===== src/rtl/relogio_pkg.sv =====
// Shared constants for the clock (relogio) display path: active-low
// 7-segment codes, scan digit indices and field range limits.
package relogio_pkg;

    localparam logic [6:0] SEG_0    = 7'b1000000;
    localparam logic [6:0] SEG_1    = 7'b1111001;
    localparam logic [6:0] SEG_2    = 7'b0100100;
    localparam logic [6:0] SEG_3    = 7'b0110000;
    localparam logic [6:0] SEG_4    = 7'b0011001;
    localparam logic [6:0] SEG_5    = 7'b0010010;
    localparam logic [6:0] SEG_6    = 7'b0000010;
    localparam logic [6:0] SEG_7    = 7'b1111000;
    localparam logic [6:0] SEG_8    = 7'b0000000;
    localparam logic [6:0] SEG_9    = 7'b0010000;
    localparam logic [6:0] SEG_DASH = 7'b0111111;
    localparam logic [6:0] SEG_OFF  = 7'b1111111;

    localparam logic [2:0] DIG_SU = 3'd0;
    localparam logic [2:0] DIG_ST = 3'd1;
    localparam logic [2:0] DIG_MU = 3'd2;
    localparam logic [2:0] DIG_MT = 3'd3;
    localparam logic [2:0] DIG_HU = 3'd4;
    localparam logic [2:0] DIG_HT = 3'd5;

    localparam logic [4:0] MAX_H  = 5'd23;
    localparam logic [5:0] MAX_MS = 6'd59;

endpackage


===== src/rtl/display_relogio_bcd_7seg.sv =====
// Combinational decimal digit to active-low 7-segment code {g,f,e,d,c,b,a}.
// The dash flag overrides the digit; codes 10..15 show nothing.
module bcd_7seg
    import relogio_pkg::*;
(
    input  logic [3:0] i_digit,
    input  logic       i_dash,
    output logic [6:0] o_seg
);

    // Segment lookup with dash override
    always_comb begin
        o_seg = SEG_OFF;
        if (i_dash) begin
            o_seg = SEG_DASH;
        end else begin
            case (i_digit)
                4'd0:    o_seg = SEG_0;
                4'd1:    o_seg = SEG_1;
                4'd2:    o_seg = SEG_2;
                4'd3:    o_seg = SEG_3;
                4'd4:    o_seg = SEG_4;
                4'd5:    o_seg = SEG_5;
                4'd6:    o_seg = SEG_6;
                4'd7:    o_seg = SEG_7;
                4'd8:    o_seg = SEG_8;
                4'd9:    o_seg = SEG_9;
                default: o_seg = SEG_OFF;
            endcase
        end
    end

endmodule


===== src/rtl/display_relogio.sv =====
// Six-digit multiplexed common-anode driver for hh.mm.ss. A frame-wide
// snapshot avoids tearing; every slot opens with DEAD blank cycles so the
// anode never switches while segments still hold the previous digit.
// Outputs are registered from next-state values, so they track the
// scan state with no extra lag.
module display_relogio
    import relogio_pkg::*;
#(
    parameter int SCAN_DIV = 50000,
    parameter int DEAD     = 2
) (
    input  logic       clk_i,
    input  logic       rstn_i,
    input  logic [4:0] hora_i,
    input  logic [5:0] minutos_i,
    input  logic [5:0] segundos_i,
    output logic [5:0] an_o,
    output logic [6:0] seg_o,
    output logic       dp_o
);

    localparam int CW = $clog2(SCAN_DIV);
    localparam logic [CW-1:0] CNT_LAST = CW'(SCAN_DIV - 1);
    localparam logic [CW-1:0] CNT_DEAD = CW'(DEAD);

    logic [CW-1:0] r_cnt;
    logic [2:0]    r_idx;
    logic [16:0]   r_snap;
    logic [5:0]    r_an;
    logic [6:0]    r_seg;
    logic          r_dp;

    logic [CW-1:0] w_cnt_nxt;
    logic [2:0]    w_idx_nxt;
    logic [16:0]   w_snap_nxt;
    logic          w_slot_end;
    logic [4:0]    w_h;
    logic [5:0]    w_m;
    logic [5:0]    w_s;
    logic [3:0]    w_digit;
    logic          w_dash;
    logic [6:0]    w_seg;
    logic          w_active;
    logic          w_dp_on;

    function automatic logic [3:0] tens(input logic [5:0] v);
        return 4'(v / 6'd10);
    endfunction

    function automatic logic [3:0] units(input logic [5:0] v);
        return 4'(v % 6'd10);
    endfunction

    // Next scan position and frame snapshot
    always_comb begin
        w_slot_end = (r_cnt == CNT_LAST);
        w_cnt_nxt  = r_cnt + CW'(1);
        w_idx_nxt  = r_idx;
        w_snap_nxt = r_snap;
        if (w_slot_end) begin
            w_cnt_nxt = '0;
            w_idx_nxt = (r_idx == DIG_HT) ? DIG_SU : r_idx + 3'd1;
            if (r_idx == DIG_HT) begin
                w_snap_nxt = {hora_i, minutos_i, segundos_i};
            end
        end
    end

    assign w_h = w_snap_nxt[16:12];
    assign w_m = w_snap_nxt[11:6];
    assign w_s = w_snap_nxt[5:0];

    // Select the digit for the upcoming slot; out-of-range fields show dashes
    always_comb begin
        w_digit = 4'd0;
        w_dash  = 1'b0;
        case (w_idx_nxt)
            DIG_SU: begin w_digit = units(w_s);         w_dash = (w_s > MAX_MS); end
            DIG_ST: begin w_digit = tens(w_s);          w_dash = (w_s > MAX_MS); end
            DIG_MU: begin w_digit = units(w_m);         w_dash = (w_m > MAX_MS); end
            DIG_MT: begin w_digit = tens(w_m);          w_dash = (w_m > MAX_MS); end
            DIG_HU: begin w_digit = units({1'b0, w_h}); w_dash = (w_h > MAX_H);  end
            DIG_HT: begin w_digit = tens({1'b0, w_h});  w_dash = (w_h > MAX_H);  end
            default: begin w_digit = 4'd0;              w_dash = 1'b0;           end
        endcase
    end

    bcd_7seg u_bcd_7seg (
        .i_digit (w_digit),
        .i_dash  (w_dash),
        .o_seg   (w_seg)
    );

    assign w_active = (w_cnt_nxt >= CNT_DEAD);
    assign w_dp_on  = ((w_idx_nxt == DIG_MU) || (w_idx_nxt == DIG_HU)) && !w_s[0];

    // Scan state and registered pin drive; reset blanks the display at once
    always_ff @(posedge clk_i or negedge rstn_i) begin
        if (!rstn_i) begin
            r_cnt  <= '0;
            r_idx  <= DIG_SU;
            r_snap <= '0;
            r_an   <= 6'b111111;
            r_seg  <= SEG_OFF;
            r_dp   <= 1'b1;
        end else begin
            r_cnt  <= w_cnt_nxt;
            r_idx  <= w_idx_nxt;
            r_snap <= w_snap_nxt;
            if (w_active) begin
                r_an  <= ~(6'b000001 << w_idx_nxt);
                r_seg <= w_seg;
                r_dp  <= ~w_dp_on;
            end else begin
                r_an  <= 6'b111111;
                r_seg <= SEG_OFF;
                r_dp  <= 1'b1;
            end
        end
    end

    assign an_o  = r_an;
    assign seg_o = r_seg;
    assign dp_o  = r_dp;

endmodule

===== config.mk =====
export PLATFORM = sky130hd
export DESIGN_NAME = display_relogio
export DESIGN_NICKNAME = d
export VERILOG_FILES = /design/src/rtl/relogio_pkg.sv /design/src/rtl/display_relogio_bcd_7seg.sv /design/src/rtl/display_relogio.sv
export SDC_FILE = /design/constraint.sdc
export NUM_CORES = 1
export LEC_CHECK = 0
export ABC_AREA = 1
export BUFFER_PORTS_ARGS = -buffer_cell sky130_fd_sc_hd__buf_4
export CAP_MARGIN = 25
export CORE_ASPECT_RATIO = 1.2
export CORE_MARGIN = 10
export CORE_UTILIZATION = 28
export CTS_CLUSTER_DIAMETER = 60
export CTS_CLUSTER_SIZE = 40
export DETAILED_ROUTE_END_ITERATION = 8
export SYNTH_ARGS = -nofsm -noshare
export SYNTH_HDL_FRONTEND = slang
export SYNTH_SLANG_ARGS = --single-unit
export TNS_END_PERCENT = 100

===== constraint.sdc =====
create_clock -name clk_i -period 10.7 [get_ports clk_i]
set_input_delay 0 -clock clk_i [delete_from_list [all_inputs] [get_ports clk_i]]
set_output_delay 0 -clock clk_i [all_outputs]
set_load 0.02 [all_outputs]

* After elaboration in Yosys (flattened, before gate mapping)
Memories as Yosys holds them, arrays and structs flattened.
Cells that the tools add are included.
** Cells by class
- $lt $le $gt $ge :: 4
- Add/subtract/negate cells :: 2
- $mul :: 0
- Bitwise logic cells :: 2
- Equality and inequality tests :: 7
- Shifts and indexed selects :: 1
- Reductions and logical operators :: 7
- Multiplexer cells :: 11
- Divide/modulo/power cells :: 6
** Operators by type and width (number)
- two-way mux 17 bit :: 2
- one-hot mux 4 bit (6 select lines) :: 1
- adder 16 x 1 -> 16 bit (second input constant) :: 1
- == test 16 bit (second input constant) :: 1
- greater-or-equal comparator 16 x 2 -> 1 bit (second input constant) :: 1
- two-way mux 16 bit :: 1
- two-way mux 7 bit :: 2
- divider 6 x 4 -> 6 bit (second input constant) :: 2
- > comparator 6 bit (second input constant) :: 2
- remainder unit 6 x 4 -> 6 bit (second input constant) :: 2
- == test 3 bit (second input constant) :: 3
- divider 5 x 4 -> 6 bit (second input constant) :: 1
- == test 3 x 2 -> 1 bit (second input constant) :: 2
- remainder unit 5 x 4 -> 6 bit (second input constant) :: 1
- two-way mux 3 bit :: 2
- two-way mux 6 bit :: 1
- NOT 6 bit :: 1
- OR reduction 2 bit :: 3
- << shifter 1 x 3 -> 6 bit (first input constant) :: 1
- > comparator 5 bit (second input constant) :: 1
- adder 3 x 1 -> 3 bit (second input constant) :: 1
- == test 3 x 1 -> 1 bit (second input constant) :: 1
- zero test 3 bit :: 1
- one-hot mux 1 bit (3 select lines) :: 1
- 5 further kinds :: 5
** Storage, ports and cells
- Bits in latches :: 0
- Logic and storage cells :: 47
- Memory bits (read-only) :: 112
- Input port bits :: 19
- Bits in writable memories :: 0
- Register bits after elaboration :: 50
- Memories :: 1
** Memory list
- (no name shown) :: words 16, width 7, rd ports 1, clocked after memory_dff 0, write ports 0, RTL line display_relogio_bcd_7seg.sv:17 : case (i_digit)

* Longest topological paths before layout
- Word-level depth :: 8
- Gate-level depth with buffers :: 34

* Cells and area by module
From an unflattened synthesis, not the netlist that was laid out.
** Unflattened totals
- Cells, all modules :: 520
- Area total of the unflattened synthesis :: 3593.4 µm²
** By module, submodules not included
- display_relogio :: instances 1, area an instance 3383.2 µm², cells an instance 487
- bcd_7seg :: instances 1, area an instance 210.2 µm², cells an instance 33

* Worst setup path after synthesis
OpenSTA, ideal clock, no wires.
- Path type :: register to register
- Start :: reg r_cnt[0]
- End :: reg r_seg[3] (netlist: seg_o[3])
- Clock period less this slack :: 3.358 ns
- Data required time :: 10.620 ns
- Stages on the path, launching flop included :: 28
- Slack :: 7.342 ns
- Path buffers :: 1
- Arrival time :: 3.278 ns
- Setup time :: 0.080 ns
- Cell sequence :: dfrtp_1 -> ha_1 -> nand3_4 -> nor2_4 -> nand2_2 -> buf_6 -> nand2_2 -> nand2_4 -> nand2_4 -> nor2_8 -> nor2_8 -> nand2_4 -> nand2_2 -> ha_1 -> inv_1 -> nand2_1 -> nand2_2 -> nor2_1 -> o21bai_2 -> nand3_2 -> nand2_4 -> nand3_1 -> nand3_1 -> nand2_1 -> ha_1 -> or2_1 -> nand3_1 -> nand2_1
** Between the ends
- Cells in the longest elaborated chain, start to end :: 7
- Elaborated cells on any way between the ends :: 29
- Classes of those cells :: add/sub: 1; div: 6; order compare: 4; eq/ne: 6; mux: 7; reduce/logical: 4; memory: 1
** Ends and longest elaborated chain
- start: declaration :: RTL line display_relogio.sv:26 : logic [CW-1:0] r_cnt;
- start signal: assignment :: RTL line display_relogio.sv:107 : r_cnt <= w_cnt_nxt;
- == test 16 bit (*) :: RTL line display_relogio.sv:56 : w_slot_end = (r_cnt == CNT_LAST);
- two-way mux 3 bit (*) :: RTL line display_relogio.sv:60 : if (w_slot_end) begin
- named net w_idx_nxt[1] :: RTL line display_relogio.sv:34 : logic [2:0] w_idx_nxt;
- == test 3 bit, or another cell as far along :: RTL line display_relogio.sv:77 : case (w_idx_nxt)
- one-hot mux 4 bit (6 select lines) / OR reduction 2 bit (equally long branches)
- memory (16 x 7 bit) / one-hot mux 1 bit (3 select lines) (equally long branches)
- two-way mux 7 bit (*) :: RTL line display_relogio_bcd_7seg.sv:14 : if (i_dash) begin
- two-way mux 7 bit (*) :: RTL line display_relogio.sv:110 : if (w_active) begin
- end signal: assignment :: RTL line display_relogio.sv:112 : r_seg <= w_seg;
- end: declaration :: RTL line display_relogio.sv:30 : logic [6:0] r_seg;
Mark *: on every way through the listed nets, which the timed path passes. The rest lies on a longest branch.

* Worst setup path in the final report
- Start :: reg r_cnt[0]
- End :: reg r_seg[0] (netlist: seg_o[0])
The elaborated chain is that of the path after synthesis.

==> reports/results.ini <==
[clock_tree]
cts_root_buffer=clkbuf_16
clk_pin_slew_ns=0.06
tritoncts=done
clkLatencyLatePin_ns=0.29
cts_htree_levels=2
cts_buffer_depth=2
cts_buffers=5
cts_sinks=50
cts-resized-gates=0

[placement]
place_area_um2=3930
hpwl_um=6990
pre_cts_slack_ns=6.78
io_buffer_count=32
routabilityCongestion=0.905

[synth]
synth_cells=453
synth_edf_count=0
async_flop_share_pct=100
syn_area_per_cell_um2=7.74
synth_top_flop_cell=dfrtp_1
ys_ff_latch=50
yosys_warnings=0
synthDistinctLibCells=45
synthesis.nets=481
seq_area_frac_synth_pct=36.2
synth_area_um2=3500

[die]
io_pins=33
design.core.area_um2=12200
dieArea_um2=17400
initial_utilization_pct=28.8
die_y_um=143
fp.dieW_um=122
rows=44

[route]
drc=0
routed_wirelength_um=8500
dr.pass1.iters=4
vias=3012
viasPerCell=4.56
postRouteAntennaNets=0
drt_iter0_drc=188
routedWlPerCell_um=12.9

[power_and_ir_drop]
total_power_w=0.000386
p_int_w=0.000305
p_sw_share_pct=20.9
combPwrFrac_pct=6.4
clkPwrFrac_pct=43.5
p_leak_nw=2.06
power_density_nw_per_um2=92.6
p_seq_share_pct=50.1
irDropWorstVdd_uv=57.0
p_sw_w=0.0000806

[timing]
fin_tns_setup_ns=0
worst_pin_slew_ns=0.621
slew_headroom_pct=58.6
clock-skew-final_ns=0.00815
setup_viol=0
fin_crit_sh_pct=36.6
hold_violations=0
slew_violations=0
fmax_mhz=255
fin_ws_ns=6.78
fin_crit_ns=3.92
rsz0062_at_grt=false

[global_routing]
grt_pass1_vias=3145
grt_pass1_wl_um=14700
grt.total_usage_pct=10.2
antenna_found_initial=0
grt_max_degree=51
grt-ovfl-total=0

[setup_path]
path_buf_inv=5
path_delay_family=simple AND/OR/NAND/NOR gates
critPathArrivalTime_ns=4.13
critPathKind=reg -> reg
max_stage_delay_ns=0.40
worstSetupStartpointType=register
crit_required_ns=10.92
slowest_stage=dfrtp_1
crit_path_max_fanout=11
endpoint_kind=register

[layout]
utilization_pct=34.2
antennaDiodeCount=0
layout-drive-gt1-share_pct=28.7
syn2layout_area_growth_pct=18.9
num-nets-final=526
finish.instance_area_um2=4170

[hold_path]
hold_class=in -> reg

[run]
cap_viol_max_count=0

[status]
status=finished clean

[Yosys cell counts (5+ instances only)]
cell type    n  area [um^2]
o211ai_1     5         37.5
nor3_1       6         30.0
nor2_2       8         50.1
nand2_1    121          454
inv_1       59          221
nand4_1      8         50.1
inv_2       14         52.6
ha_1         9          113
dfstp_2     14          368
dfrtp_1     36          901
nand3_2     11          110
nand3_1     33          165
o21ai_0      7         35.0
nand2_4     11          124
o21ai_1      5         25.0
nand2_2     21          131
nor2_1      32          120
[state kept, by name, summed over array words and instances (netlist names)]
signal / count
r_snap: 17
r_cnt: 16
an_o: 6
r_idx: 3
seg_o: 7
dp_o: 1
[placed cells by master, fill, tap and decap left out, types with 5 or more instances in the layout]
cell	n
nand2_2	21
inv_2	14
dlygate4sd3_1	8
o21ai_1	5
nor2_1	32
nand3_1	33
nor2_2	8
o211ai_1	5
dfrtp_1	36
inv_1	59
ha_1	9
nand4_1	8
o21ai_0	7
nand3_2	11
clkbuf_16	6
dfstp_2	14
nand2_1	121
nor3_1	6
buf_4	32
nand2_4	11
[path summary, 6_finish.rpt]
check                                 endpoint          startpoint  slack (ns)  cells past startpoint
min in group asynchronous   r_cnt[8]$_DFF_PN0_              rstn_i        0.27                      2
max in group asynchronous  r_snap[1]$_DFF_PN0_              rstn_i       10.01                      2
max reg2reg                 seg_o[0]$_DFF_PN1_  r_cnt[0]$_DFF_PN0_        6.78                     30
max                         seg_o[0]$_DFF_PN1_  r_cnt[0]$_DFF_PN0_        6.78                     30
min                        r_snap[2]$_DFF_PN0_       segundos_i[2]        0.05                      2
min reg2reg                 r_cnt[0]$_DFF_PN0_  r_cnt[0]$_DFF_PN0_        0.50                      1
[layout make-up]
class / instances / area, um^2
Multi-Input combinational cell: 325 / 1930
Inverter: 76 / 289
Tap cell: 161 / 201
Sequential cell: 50 / 1270
Fill cell: 1277 / 8000
Clock buffer: 8 / 158
Timing Repair Buffer: 40 / 320
[stage by stage]
| step | std cells | hold WS [ns] |
|---|---|---|
| final | 660 | 0.0460 |
| after global routing | 660 | 0.0421 |
| after CTS | 660 | 0.0375 |
| after detailed placement | 644 | 0.0629 |
| after global placement | 644 | 0.0583 |
| after floorplan | 453 | -0.296 |
[metal layers]
| metal | global-route usage (%) | wire length (um) | vias to the layer above |
|---|---|---|---|
| li1 | - | - | 1533 |
| met1 | 11.6 | 3600 | 1420 |
| met2 | 18.4 | 4460 | 48 |
| met3 | 1.79 | 275 | 11 |
| met4 | 3.79 | 164 | 0 |
| met5 | 0 | 0 | - |
[logic make-up (layout without fill, tap and decap cells)]
family / count (synthesis) / after routing / share of synthesized area (%)
AND/OR/NAND/NOR: 272 / 272 / 42.0
XOR/XNOR: 1 / 1 / 0.250
flip-flops: 50 / 50 / 36.2
buffers and inverters: 78 / 124 / 8.78
AO/OA/AOI/OAI: 37 / 37 / 7.71
adder cells (fa/ha/maj): 9 / 9 / 3.21
multiplexers: 6 / 6 / 1.86
[power by group through the flow]
| stage | Sequential, W | Clock, W | Combinational [W] |
|---|---|---|---|
| floorplan | 0.000198 | 0 | 0.00000833 |
| global route | 0.000193 | 0.000179 | 0.0000279 |
| CTS | 0.000193 | 0.000172 | 0.0000254 |
| finish | 0.000193 | 0.000168 | 0.0000247 |
| global placement | 0.000196 | 0 | 0.0000226 |
| detailed placement | 0.000196 | 0 | 0.0000231 |
[timing repair]
item                                   4_1_cts  5_1_grt
hold buffers                                 8        0
endpoints found under the hold margin       43        0
setup buffers                                0        0
(Power assumes the default switching activity.)
